[src/rtl/dmem_port_arbiter.sv]
`default_nettype none
// ============================================================================
//  Module      : dmem_port_arbiter
//  Description : Two-master arbiter for the unified_memory data port, using
//                round-robin with a capped M1 burst lock and an address range
//                check on every access.
//  Revision    : 1.0
// ============================================================================
module dmem_port_arbiter #(
    parameter logic [31:0] MEM_SIZE  = 32'h0001_0000,
    parameter int          MAX_BURST = 8,
    parameter int          CNT_W     = 16
) (
    input  logic             clk,
    input  logic             rst,

    input  logic             m0_req,
    input  logic             m0_we,
    input  logic [31:0]      m0_addr,
    input  logic [31:0]      m0_wdata,
    input  logic [3:0]       m0_be,
    input  logic [2:0]       m0_load_type,
    output logic             m0_gnt,
    output logic             m0_rvalid,
    output logic [31:0]      m0_rdata,
    output logic             m0_err,

    input  logic             m1_req,
    input  logic             m1_we,
    input  logic [31:0]      m1_addr,
    input  logic [31:0]      m1_wdata,
    input  logic [3:0]       m1_be,
    input  logic [2:0]       m1_load_type,
    output logic             m1_gnt,
    output logic             m1_rvalid,
    output logic [31:0]      m1_rdata,
    output logic             m1_err,
    input  logic             m1_lock,

    output logic [31:0]      mem_addr,
    output logic [31:0]      mem_write_data,
    output logic             mem_write_enable,
    output logic             mem_read_enable,
    output logic [3:0]       mem_byte_enable,
    output logic [2:0]       mem_load_type,
    input  logic [31:0]      mem_read_data,

    output logic [CNT_W-1:0] contention_cnt
);

    localparam logic [7:0] c_max_burst = 8'(MAX_BURST);

    logic             r_last_winner;   // 1 = M1 won the most recent grant
    logic             r_lock_owner;
    logic [7:0]       r_burst_cnt;
    logic [1:0]       r_rd_pend;       // in-range read issued last cycle, per master
    logic [1:0]       r_err_pend;      // out-of-range access issued last cycle, per master
    logic [CNT_W-1:0] r_contention;

    logic w_both;
    logic w_gnt0;
    logic w_gnt1;
    logic w_oor0;
    logic w_oor1;
    logic w_sel_oor;

    assign w_both = m0_req & m1_req;
    assign w_oor0 = (m0_addr >= MEM_SIZE);
    assign w_oor1 = (m1_addr >= MEM_SIZE);

    always_comb begin
        w_gnt0 = 1'b0;
        w_gnt1 = 1'b0;
        if (w_both) begin
            if (r_lock_owner && (r_burst_cnt < c_max_burst)) begin
                w_gnt1 = 1'b1;
            end else if (r_last_winner) begin
                w_gnt0 = 1'b1;
            end else begin
                w_gnt1 = 1'b1;
            end
        end else begin
            w_gnt0 = m0_req;
            w_gnt1 = m1_req;
        end
    end

    assign m0_gnt = w_gnt0;
    assign m1_gnt = w_gnt1;

    // Granted master's fields reach memory; enables are suppressed when out of range.
    always_comb begin
        mem_addr         = '0;
        mem_write_data   = '0;
        mem_write_enable = 1'b0;
        mem_read_enable  = 1'b0;
        mem_byte_enable  = '0;
        mem_load_type    = '0;
        w_sel_oor        = 1'b0;
        if (w_gnt1) begin
            w_sel_oor        = w_oor1;
            mem_addr         = m1_addr;
            mem_write_data   = m1_wdata;
            mem_byte_enable  = m1_be;
            mem_load_type    = m1_load_type;
            mem_write_enable = m1_we & ~w_sel_oor;
            mem_read_enable  = ~m1_we & ~w_sel_oor;
        end else if (w_gnt0) begin
            w_sel_oor        = w_oor0;
            mem_addr         = m0_addr;
            mem_write_data   = m0_wdata;
            mem_byte_enable  = m0_be;
            mem_load_type    = m0_load_type;
            mem_write_enable = m0_we & ~w_sel_oor;
            mem_read_enable  = ~m0_we & ~w_sel_oor;
        end
    end

    always_ff @(posedge clk) begin
        if (!rst) begin
            r_last_winner <= 1'b1;
            r_lock_owner  <= 1'b0;
            r_burst_cnt   <= '0;
            r_rd_pend     <= '0;
            r_err_pend    <= '0;
            r_contention  <= '0;
        end else begin
            r_rd_pend  <= {w_gnt1 & ~m1_we & ~w_oor1, w_gnt0 & ~m0_we & ~w_oor0};
            r_err_pend <= {w_gnt1 & w_oor1, w_gnt0 & w_oor0};

            if (w_gnt0 || w_gnt1) begin
                r_last_winner <= w_gnt1;
                r_lock_owner  <= w_gnt1 & m1_lock;
            end

            // Burst length only counts M1 beats that actually kept M0 waiting.
            if (w_gnt0) begin
                r_burst_cnt <= '0;
            end else if (w_gnt1) begin
                if (!m1_lock) begin
                    r_burst_cnt <= '0;
                end else if (m0_req && (r_burst_cnt != 8'hFF)) begin
                    r_burst_cnt <= r_burst_cnt + 8'd1;
                end
            end

            if (w_both && (r_contention != {CNT_W{1'b1}})) begin
                r_contention <= r_contention + CNT_W'(1);
            end
        end
    end

    assign m0_rvalid = r_rd_pend[0] | r_err_pend[0];
    assign m0_err    = r_err_pend[0];
    assign m0_rdata  = r_rd_pend[0] ? mem_read_data : 32'h0;

    assign m1_rvalid = r_rd_pend[1] | r_err_pend[1];
    assign m1_err    = r_err_pend[1];
    assign m1_rdata  = r_rd_pend[1] ? mem_read_data : 32'h0;

    assign contention_cnt = r_contention;

endmodule
`default_nettype wire
[config.mk]
export PLATFORM = sky130hd
export DESIGN_NAME = dmem_port_arbiter
export DESIGN_NICKNAME = d
export VERILOG_FILES = /design/src/rtl/dmem_port_arbiter.sv
export SDC_FILE = /design/constraint.sdc
export NUM_CORES = 1
export LEC_CHECK = 0
export CAP_MARGIN = 20
export CORE_AREA = 3 3 133 135
export CTS_BUF_LIST = sky130_fd_sc_hd__clkbuf_16
export CTS_CLUSTER_DIAMETER = 100
export CTS_CLUSTER_SIZE = 28
export DETAILED_ROUTE_END_ITERATION = 6
export DIE_AREA = 0 0 136 138
export GPL_TIMING_DRIVEN = 1
export REMOVE_ABC_BUFFERS = 1
export SKIP_CTS_REPAIR_TIMING = 1
export SLEW_MARGIN = 20
export SYNTH_ARGS = -nofsm -noshare
export SYNTH_HDL_FRONTEND = slang
export SYNTH_SLANG_ARGS = --single-unit
[constraint.sdc]
create_clock -name clk -period 3.8 [get_ports clk]
set_input_delay 0.38 -clock clk [delete_from_list [all_inputs] [get_ports clk]]
set_output_delay 0.38 -clock clk [all_outputs]
set_load 0.01 [all_outputs]
==> flow_summary.toml <==
[clock_network]
cts_max_path_buffers = 2
clockRootBuffer = "clkbuf_16"
cts_max_level = 2
cts_tree = "built"
cts_sinks = 30
numCtsBuffers = 5
clk_pin_slew_ns = 0.05
worstSkewPairLatency_ns = 0.27

[placement]
dpl.cell_count = 898
gp_congestion = 0.8974
port_buffers = 339
dp_hpwl_mm = 14.74

[drt]
num_vias = 4294
viasPerCell = 4.745
drc = 0
first_iter_violations = 170
ant_nets = 0
drtPass1Iterations = 4
routed_wl_mm = 17.08
wl_per_cell_um = 18.88

[finish]
area_growth_pct = 127.4
fin_nets = 868
diodes = 0
instances_no_fill = 905
nFillCells = 1696
layout-drive-gt1-share_pct = 2.628

[yosys]
yosysTopAreaCell = "a22o_1"
synth_flop_cell = "dfxtp_1"
synth_seq_cells = 30
synthTopCellsByCount = "71 x a22o_1, 66 x and2_1, 30 x dfxtp_1, 16 x a21oi_1, 15 x nand3_1"
yosys.area.top_type_share_pct = 21.46
yosys-top-cells-area = "a22o_1 21%, dfxtp_1 21%, and2_1 14%"
synth_edf_count = 0
netlist_area_um2 = 2898
ys_seq_area_share_pct = 20.73
syn_inst = 366
synthMostInstantiatedCell = "a22o_1"
synthArstFlopShare_pct = 0
syn_area_per_cell_um2 = 7.917
yosys_warnings = 0
ys_types = 50

[setup_path]
r2r_setup_slack_ns = 1.88
start_kind = "primary input"
cp_max_fo = 61
endpoint_kind = "primary output"
cp.arrival_ns = 2.96
required_ns = 3.42
crit_type = "in2out"

[global_route]
grt_pass1_wl_mm = 24.96
grt_usage_pct = 16.83
grt_pass1_vias = 4243
antenna_found_initial = 0
grt_max_degree = 62
grt_overflow = 0

[outcome]
status = "finished, final reports clean"

[pwr]
swShare_pct = 27.25
p_leak_nw = 2.401
p_sw_mw = 0.3702
p_int_mw = 0.9884
clkPwrFrac_pct = 32.1
peakVddDrop_uv = 199.5
power_density_nw_per_um2 = 206.2
power_frac_comb_pct = 44.2
sequentialPowerShare_pct = 23.7

[sta]
tightest_slew_ns = 0.8233
rsz0062_at_grt = "no"
period_needed_ns = 3.337
setup_tns_ns = 0
period_share_pct = 87.83
hold_viol_final = 0
slew_violations = 0
clock.fmax_mhz = 299.6
finClkSkew_ns = 0.007117
max-slew-margin-rel_pct = 45.04
setup_violations = 0

[floorplan]
fp.dieArea_um2 = 18770
initial_core_util_pct = 17.47
dieWidth_um = 136
die_y_um = 138
num_rows = 47
coreArea_um2 = 16580
io_pins = 340

[hold_path]
hold_path_class = "reg2reg"

[job]
cap_violations = 0
==> through the flow <==
stage / hold WS [ns] / utilization [%] / power [mW] / instance area [µm²] / setup slack, ns
global placement: 0.4766 / 38.77 / 0.9302 / 6430 / 0.5156
CTS: 0.5003 / 39.73 / 1.373 / 6589 / 0.4551
floorplan: 0.4576 / - / 0.5017 / 2704 / 0.7385
global route: 0.5389 / 39.73 / 1.406 / 6589 / 0.2718
detailed placement: 0.4857 / 38.77 / 0.9352 / 6430 / 0.4598
finish: 0.4977 / 39.73 / 1.359 / 6589 / 0.4626
==> state kept, by name, indices dropped and copies added (netlist names) <==
name,count
r_last_winner,1
r_lock_owner,1
contention_cnt,16
r_err_pend,2
r_burst_cnt,8
r_rd_pend,2
==> worst max-delay path, stage by stage <==
cell and delay (ns):
clkdlybuf4s50_1 0.51, a21boi_0 0.33, a31oi_4 0.13, inv_4 0.48
buf_4 0.35, a22o_1 0.20, clkdlybuf4s50_1 0.54
==> worst paths after layout <==
check,from,endpoint,cells after the start
worst max-delay path,m1_req,mem_addr[11],7
worst min-delay path,r_lock_owner$_SDFFE_PN0P_,r_lock_owner$_SDFFE_PN0P_,2
worst max register to register,r_burst_cnt[5]$_SDFFE_PP0P_,r_burst_cnt[4]$_SDFFE_PP0P_,5
worst min register to register,r_lock_owner$_SDFFE_PN0P_,r_lock_owner$_SDFFE_PN0P_,2
==> power by group through the flow <==
stage	logic, mW	registers, mW	clock network [mW]
after detailed placement	0.606	0.329	0
after CTS	0.608	0.322	0.443
after floorplan	0.173	0.329	0
final	0.601	0.322	0.436
after global placement	0.602	0.329	0
after global routing	0.631	0.323	0.452
==> final cells by class <==
| type | instances | area, µm² | area share, % |
|---|---|---|---|
| sequential | 30 | 600.6 | 9.115 |
| inverter | 9 | 36.28 | 0.5507 |
| multi-input combinational | 295 | 2074 | 31.49 |
| clock inverter | 2 | 33.78 | 0.5127 |
| clock buffer | 5 | 125.1 | 1.899 |
| tap | 220 | 275.3 | 4.178 |
| timing repair buffer | 344 | 3443 | 52.26 |
==> layout by cell type (no fill, tap or decap), types with 9 or more instances in the layout <==
cell type / instances
clkdlybuf4s50_1: 339
a22o_1: 71
and2_1: 66
dfxtp_1: 30
a21oi_1: 16
nand3_1: 15
nand4_1: 13
nand2_1: 13
nor4_1: 10
nor3_1: 9
==> routing by layer <==
metal	global-route usage (%)	vias up	wire length [µm]
li1	-	2070	-
met1	17.53	1931	5922
met2	30.95	269	8671
met3	5.269	24	1826
met4	6.631	0	663
met5	0	-	0
==> logic make-up (layout without fill, tap and decap cells) <==
family / count (synthesis) / count (layout) / synth area share (%)
AOI/OAI and AO/OA: 134 / 134 / 36.92
buffers and inverters: 41 / 360 / 7.945
and+or+nand+nor: 158 / 158 / 33.20
muxes: 1 / 1 / 0.3454
DFF: 30 / 30 / 20.73
adders and majority gates: 2 / 2 / 0.8634
(Power assumes the default switching activity.)
==> patch 1: new RTL, same flow settings <==
The parameter `CNT_W` goes from 16 to 32.
--- a/src/rtl/dmem_port_arbiter.sv
+++ b/src/rtl/dmem_port_arbiter.sv
@@ -10,5 +10,5 @@
     parameter logic [31:0] MEM_SIZE  = 32'h0001_0000,
     parameter int          MAX_BURST = 8,
-    parameter int          CNT_W     = 16
+    parameter int          CNT_W     = 32
 ) (
     input  logic             clk,
Ports: changed (resized contention_cnt); port bits go from 340 to 356. No check against the original RTL was run, so the function may have changed too.
==> patch 1 against the unedited design <==
- first-iteration DRC count up 100%
- sequential cell count up 16
- count of clock-buffer cells in the layout unchanged
- worst setup slack better by 69 ps
- die area unchanged
- cell area up 14%
- non-clock buffer count up 18
- clock skew down 1.8 ps
- worst hold slack worse by 11 ps
- register-to-register slack worse by 610 ps
- total power up 12%
- routed wire length up 52%
- global-route usage up 9.6 points
- synthesized area up 24%
==> patch 1: results (changes against the unedited design) <==
- Status: finished clean
- Switching share of power: 28.8% (+1.6 points)
- Detailed Place HPWL: 22500 um (+52%)
- Place WS: 757 ps (+297 ps)
- Worst-path maximum fanout: 36 (-41%)
- GRT Overall Usage: 26.4% (+9.6 points)
- Max Root-Sink Buffers: 2 (unchanged)
- Clock Latency Late Sink: 280 ps
- Initial antenna violation count: 2 (+2)
- Count of nets after finishing: 978 (+13%)
- Max reg flops: 32 (+16)
- First-pass GRT wire length: 36600 um (+47%)
- Reg clk slew, reported paths: 60 ps
- Most used DFF post-synth: dfxtp_1
- TritonCTS Buffers: 5 (unchanged)
- H-tree levels: 2 (unchanged)
- Vias in the first global route: 5217 (+23%)
- WL met2: 14900 um (+72%)
- Leakage: 2.73 nW (+14%)
- Slew headroom: 35.6% (-9.4 points)
- Vias/cell: 5.12 (+8.0%)
- Number of detailed-routing iterations run before antenna repair: 5 (+1)
- Grt ovf: 0 (unchanged)
- Top cells by count, synth: a22o_1 (71), and2_1 (66), dfxtp_1 (46)
- Initial detailed-routing violation count: 346 (+100%)
- DRT met1 WL: 8600 um (+45%)
- WP data arrival: 2890 ps (-70 ps)
- Wire per inst: 25.6 um (+36%)
- Max Used Layer: met5
- Met3 WL: 1380 um (-25%)
- Post-synth ARST share: 0% (unchanged)
- CTS root buf: clkbuf_16
- Hold Crit Class: reg2reg
- Peak VDD IR: 0.000175 V (-12%)
- Synth area leaders: dfxtp_1 (26%), a22o_1 (17%), and2_1 (11%)
- Yosys warning count: 0 (unchanged)
- Post-synthesis sequential area ratio: 25.6% (+4.8 points)
- Share of layout cells above drive strength 1: 3.39% (+0.76 points)
- Clk_skew: 5.33 ps (-1.79 ps)
- Final setup TNS: 0 ps (unchanged)
- Largest net degree at the start of global routing: 37 (-40%)
- Port Buffer Count: 355 (+4.7%)
- Yosys cell types: 47 (-6.0%)
- GP Congestion: 1.04 (+16%)
patch 1: cell types whose count changed after synthesis, sizes merged, moves of 9 or more:
cell / delta
clkbuf: +12
nor2: +10
nand2: +9
buf: -10
and3: +9
or4: +11
a21oi: +10
dfxtp: +16
o21ai: +9
patch 1: per-layer routing:
layer  global-route usage (%)  up-vias
met1                     25.5     2495
li1                         -     2434
met5                        0        -
met4                     10.3        2
met3                     4.87       45
met2                     53.3      235
patch 1: worst paths after layout:
path / startpoint / end / slack (ps) / depth (start not counted)
max: r_burst_cnt[6]$_SDFFE_PP0P_ / mem_write_data[13] / 530 / 7
min: r_lock_owner$_SDFFE_PN0P_ / r_lock_owner$_SDFFE_PN0P_ / 490 / 2
max reg2reg: contention_cnt[17]$_SDFFE_PN0P_ / contention_cnt[27]$_SDFFE_PN0P_ / 1270 / 5
min reg2reg: r_lock_owner$_SDFFE_PN0P_ / r_lock_owner$_SDFFE_PN0P_ / 490 / 2
patch 1: critical path: stages (launching register included):
cell and delay (ps):
dfxtp_1 370, nor4b_1 360, a21bo_2 240, o21ai_2 140, inv_2 190, buf_4 380
a22o_1 320, clkdlybuf4s50_1 580
patch 1: power groups by stage:
stage | logic (mW) | registers [mW] | clock network, mW
2_1_floorplan | 0.166 | 0.501 | 0
3_3_place_gp | 0.614 | 0.501 | 0
3_5_place_dp | 0.617 | 0.501 | 0
4_1_cts | 0.619 | 0.491 | 0.431
5_1_grt | 0.639 | 0.491 | 0.455
6_report | 0.615 | 0.491 | 0.422
patch 1: kinds of logic (layout without fill, tap and decap cells):
group	count (synthesis)	in the layout	synth area share (%)
multiplexers	6	6	1.67
other	0	1	0
AO/OA/AOI/OAI	146	146	30.7
buffers and inverters	41	377	4.79
AND/OR/NAND/NOR	215	215	35.7
XOR/XNOR	4	4	0.972
adder cells (fa/ha/maj)	2	2	0.694
flip-flops	46	46	25.6
patch 1: metrics by stage:
| step | area [sq um] | std cells | power (mW) | hold WS [ps] |
|---|---|---|---|---|
| final | 7500 | 1017 | 1.53 | 487 |
| after global routing | 7500 | 1017 | 1.58 | 500 |
| after CTS | 7500 | 1016 | 1.54 | 486 |
| after detailed placement | 7360 | 1008 | 1.12 | 476 |
| after global placement | 7360 | 1008 | 1.12 | 457 |
| after floorplan | 3460 | 426 | 0.667 | 432 |
patch 1: final cells by class:
class,count,area [sq um]
inverter,7,26.3
timing repair buffer,362,3630
sequential,46,921
fill,1632,9080
clock inverter,3,12.5
tap,220,275
multi-input combinational,373,2510
clock buffer,5,125
antenna,1,2.50
==> patch 2: new RTL, same flow settings <==
Made on the original files. Put a register stage on the outputs `m0_err` and `m1_err`, with the module's reset. The values now appear one clock later. The other outputs are not delayed to match.
--- a/src/rtl/dmem_port_arbiter.sv
+++ b/src/rtl/dmem_port_arbiter.sv
@@ -152,9 +152,16 @@
 
     assign m0_rvalid = r_rd_pend[0] | r_err_pend[0];
-    assign m0_err    = r_err_pend[0];
     assign m0_rdata  = r_rd_pend[0] ? mem_read_data : 32'h0;
 
     assign m1_rvalid = r_rd_pend[1] | r_err_pend[1];
-    assign m1_err    = r_err_pend[1];
+    always_ff @(posedge clk) begin
+        if (!rst) begin
+            m0_err <= '0;
+            m1_err <= '0;
+        end else begin
+            m0_err <= r_err_pend[0];
+            m1_err <= r_err_pend[1];
+        end
+    end
     assign m1_rdata  = r_rd_pend[1] ? mem_read_data : 32'h0;
 
Behaviour: not the same (Yosys sat finds a counterexample within 4 cycles, from zero or initial values and one cycle with rst low).
==> patch 2 against the unedited design <==
- maximum frequency is 4.1% higher
- worst setup slack better by 130 ps
- synthesized area is 2.0% higher
- count of clock-buffer cells in the layout stayed put
- routed wire length is 4.2% higher
- cell area is 0.87% higher
- total power is 3.5% lower
- sequential cell count is 2 higher
==> patch 2: results (changes against the unedited design) <==
- Largest net degree at the start of global routing: 44 (-29%)
- Count of nets after finishing: 875 (+0.81%)
- Yosys cell types: 50 (unchanged)
- First-pass GRT wire length: 26100 um (+4.6%)
- GRT Overall Usage: 17.8% (+1.0 points)
- Vias/cell: 4.79 (+0.95%)
- CTS root buf: clkbuf_16
- Reg clk slew, reported paths: 50 ps (about the same)
- Place WS: 468 ps (+8.09 ps)
- Critical Path Slowest Stage Cell: clkdlybuf4s50_1
- Peak VDD IR: 0.000155 V (-23%)
- Fmax: 0.312 GHz (+4.1%)
- Clock Latency Late Sink: 280 ps
- Placed Instances: 905 (+0.78%)
- Finished Layout Cells: 914 (+0.99%)
- Detailed Place HPWL: 15300 um (+3.8%)
- Worst-path maximum fanout: 43 (-30%)
- Clk_skew: 3.25 ps (-3.87 ps)
- CP top delay family: buffers and inverters
- Worst-Margin Slew: 900 ps (+77.0 ps)
- Post-synth EDFFs: 0 (unchanged)
- Initial Util: 17.8% (+0.35 points)
- Leakage: 2.43 nW (+1.3%)
- Worst reg-to-reg setup slack: 1740 ps (-140 ps)
- Yosys warning count: 0 (unchanged)
- Number of detailed-routing iterations run before antenna repair: 5 (+1)
- Worst hold slack: 447 ps (-50.6 ps)
- WP data arrival: 2830 ps (-130 ps)
- Max reg flops: 16 (unchanged)
- Port Buffer Count: 339 (unchanged)
- Hold Crit Class: reg2reg
- Initial antenna violation count: 2 (+2)
- Max Root-Sink Buffers: 2 (unchanged)
- H-tree levels: 2 (unchanged)
- Share of layout cells above drive strength 1: 3.17% (+0.55 points)
- Initial detailed-routing violation count: 217 (+28%)
- Post-synthesis sequential area ratio: 21.7% (+0.95 points)
- Top cells by count, synth: a22o_1 (71), and2_1 (68), dfxtp_1 (32)
- Fill count: 1652 (-2.6%)
- GP Congestion: 0.912 (+1.7%)
- Status: finished clean
- Post-synth ARST share: 0% (unchanged)
- TritonCTS Buffers: 5 (unchanged)
- Worst path max stage delay: 620 ps (+80 ps)
- Synth area leaders: dfxtp_1 (22%), a22o_1 (21%), and2_1 (14%)
- Mean post-synth cell area: 7.97 sq um (+0.61%)
- Post-Route WL: 17800 um (+4.2%)
patch 2: layout make-up:
type	instances	area, sq um	area share (%)
repair buffers	347	3470	52.1
flip-flops and latches	32	641	9.64
multi-input cells	297	2090	31.4
clock inverters	3	13.8	0.207
clock buffers	5	125	1.88
well taps	220	275	4.14
diodes	1	2.50	0.0377
inverters	9	36.3	0.546
patch 2: layer usage:
layer / GRT usage [%] / share of wire [%] / vias up / routed length, um
met5: 0 / 0.062 / - / 11
met4: 8.22 / 4.9 / 2 / 881
met3: 5.96 / 10 / 42 / 1850
met2: 31.1 / 49 / 302 / 8690
met1: 19.3 / 36 / 1945 / 6380
li1: - / - / 2087 / -
patch 2: metrics by stage:
step	area [sq um]	total power [mW]
2_1_floorplan	2760	0.524
6_report	6650	1.31
5_1_grt	6650	1.37
3_3_place_gp	6500	0.939
3_5_place_dp	6500	0.945
4_1_cts	6640	1.33
patch 2: logic make-up after synthesis:
logic type,count (synthesis),share of synthesized area (%)
AO/OA/AOI/OAI,134,36.2
adder cells (fa/ha/maj),2,0.847
buffers and inverters,42,7.96
flip-flops,32,21.7
multiplexers,1,0.339
AND/OR/NAND/NOR,160,33.0
patch 2: path summary, 6_finish.rpt:
path	cells after the start	start	end
worst max-delay path	7	m0_req	mem_write_enable
worst min-delay path	1	r_err_pend[1]$_SDFF_PN0_	m1_err$_SDFF_PN0_
worst max register to register	6	r_burst_cnt[6]$_SDFFE_PP0P_	r_burst_cnt[4]$_SDFFE_PP0P_
worst min register to register	1	r_err_pend[1]$_SDFF_PN0_	m1_err$_SDFF_PN0_
patch 2: worst register-to-register path: stages (launching register included):
cell and delay [ps]:
dfxtp_1 390, nor4_4 400, a31oi_4 220, inv_4 400
buf_12 290, nand3_1 100, a31oi_1 190
patch 2: where the power goes:
part	total, mW	internal (mW)	switching [mW]
Combinational	0.590	0.367	0.222
Clock	0.377	0.237	0.140
Sequential	0.344	0.341	0.00299
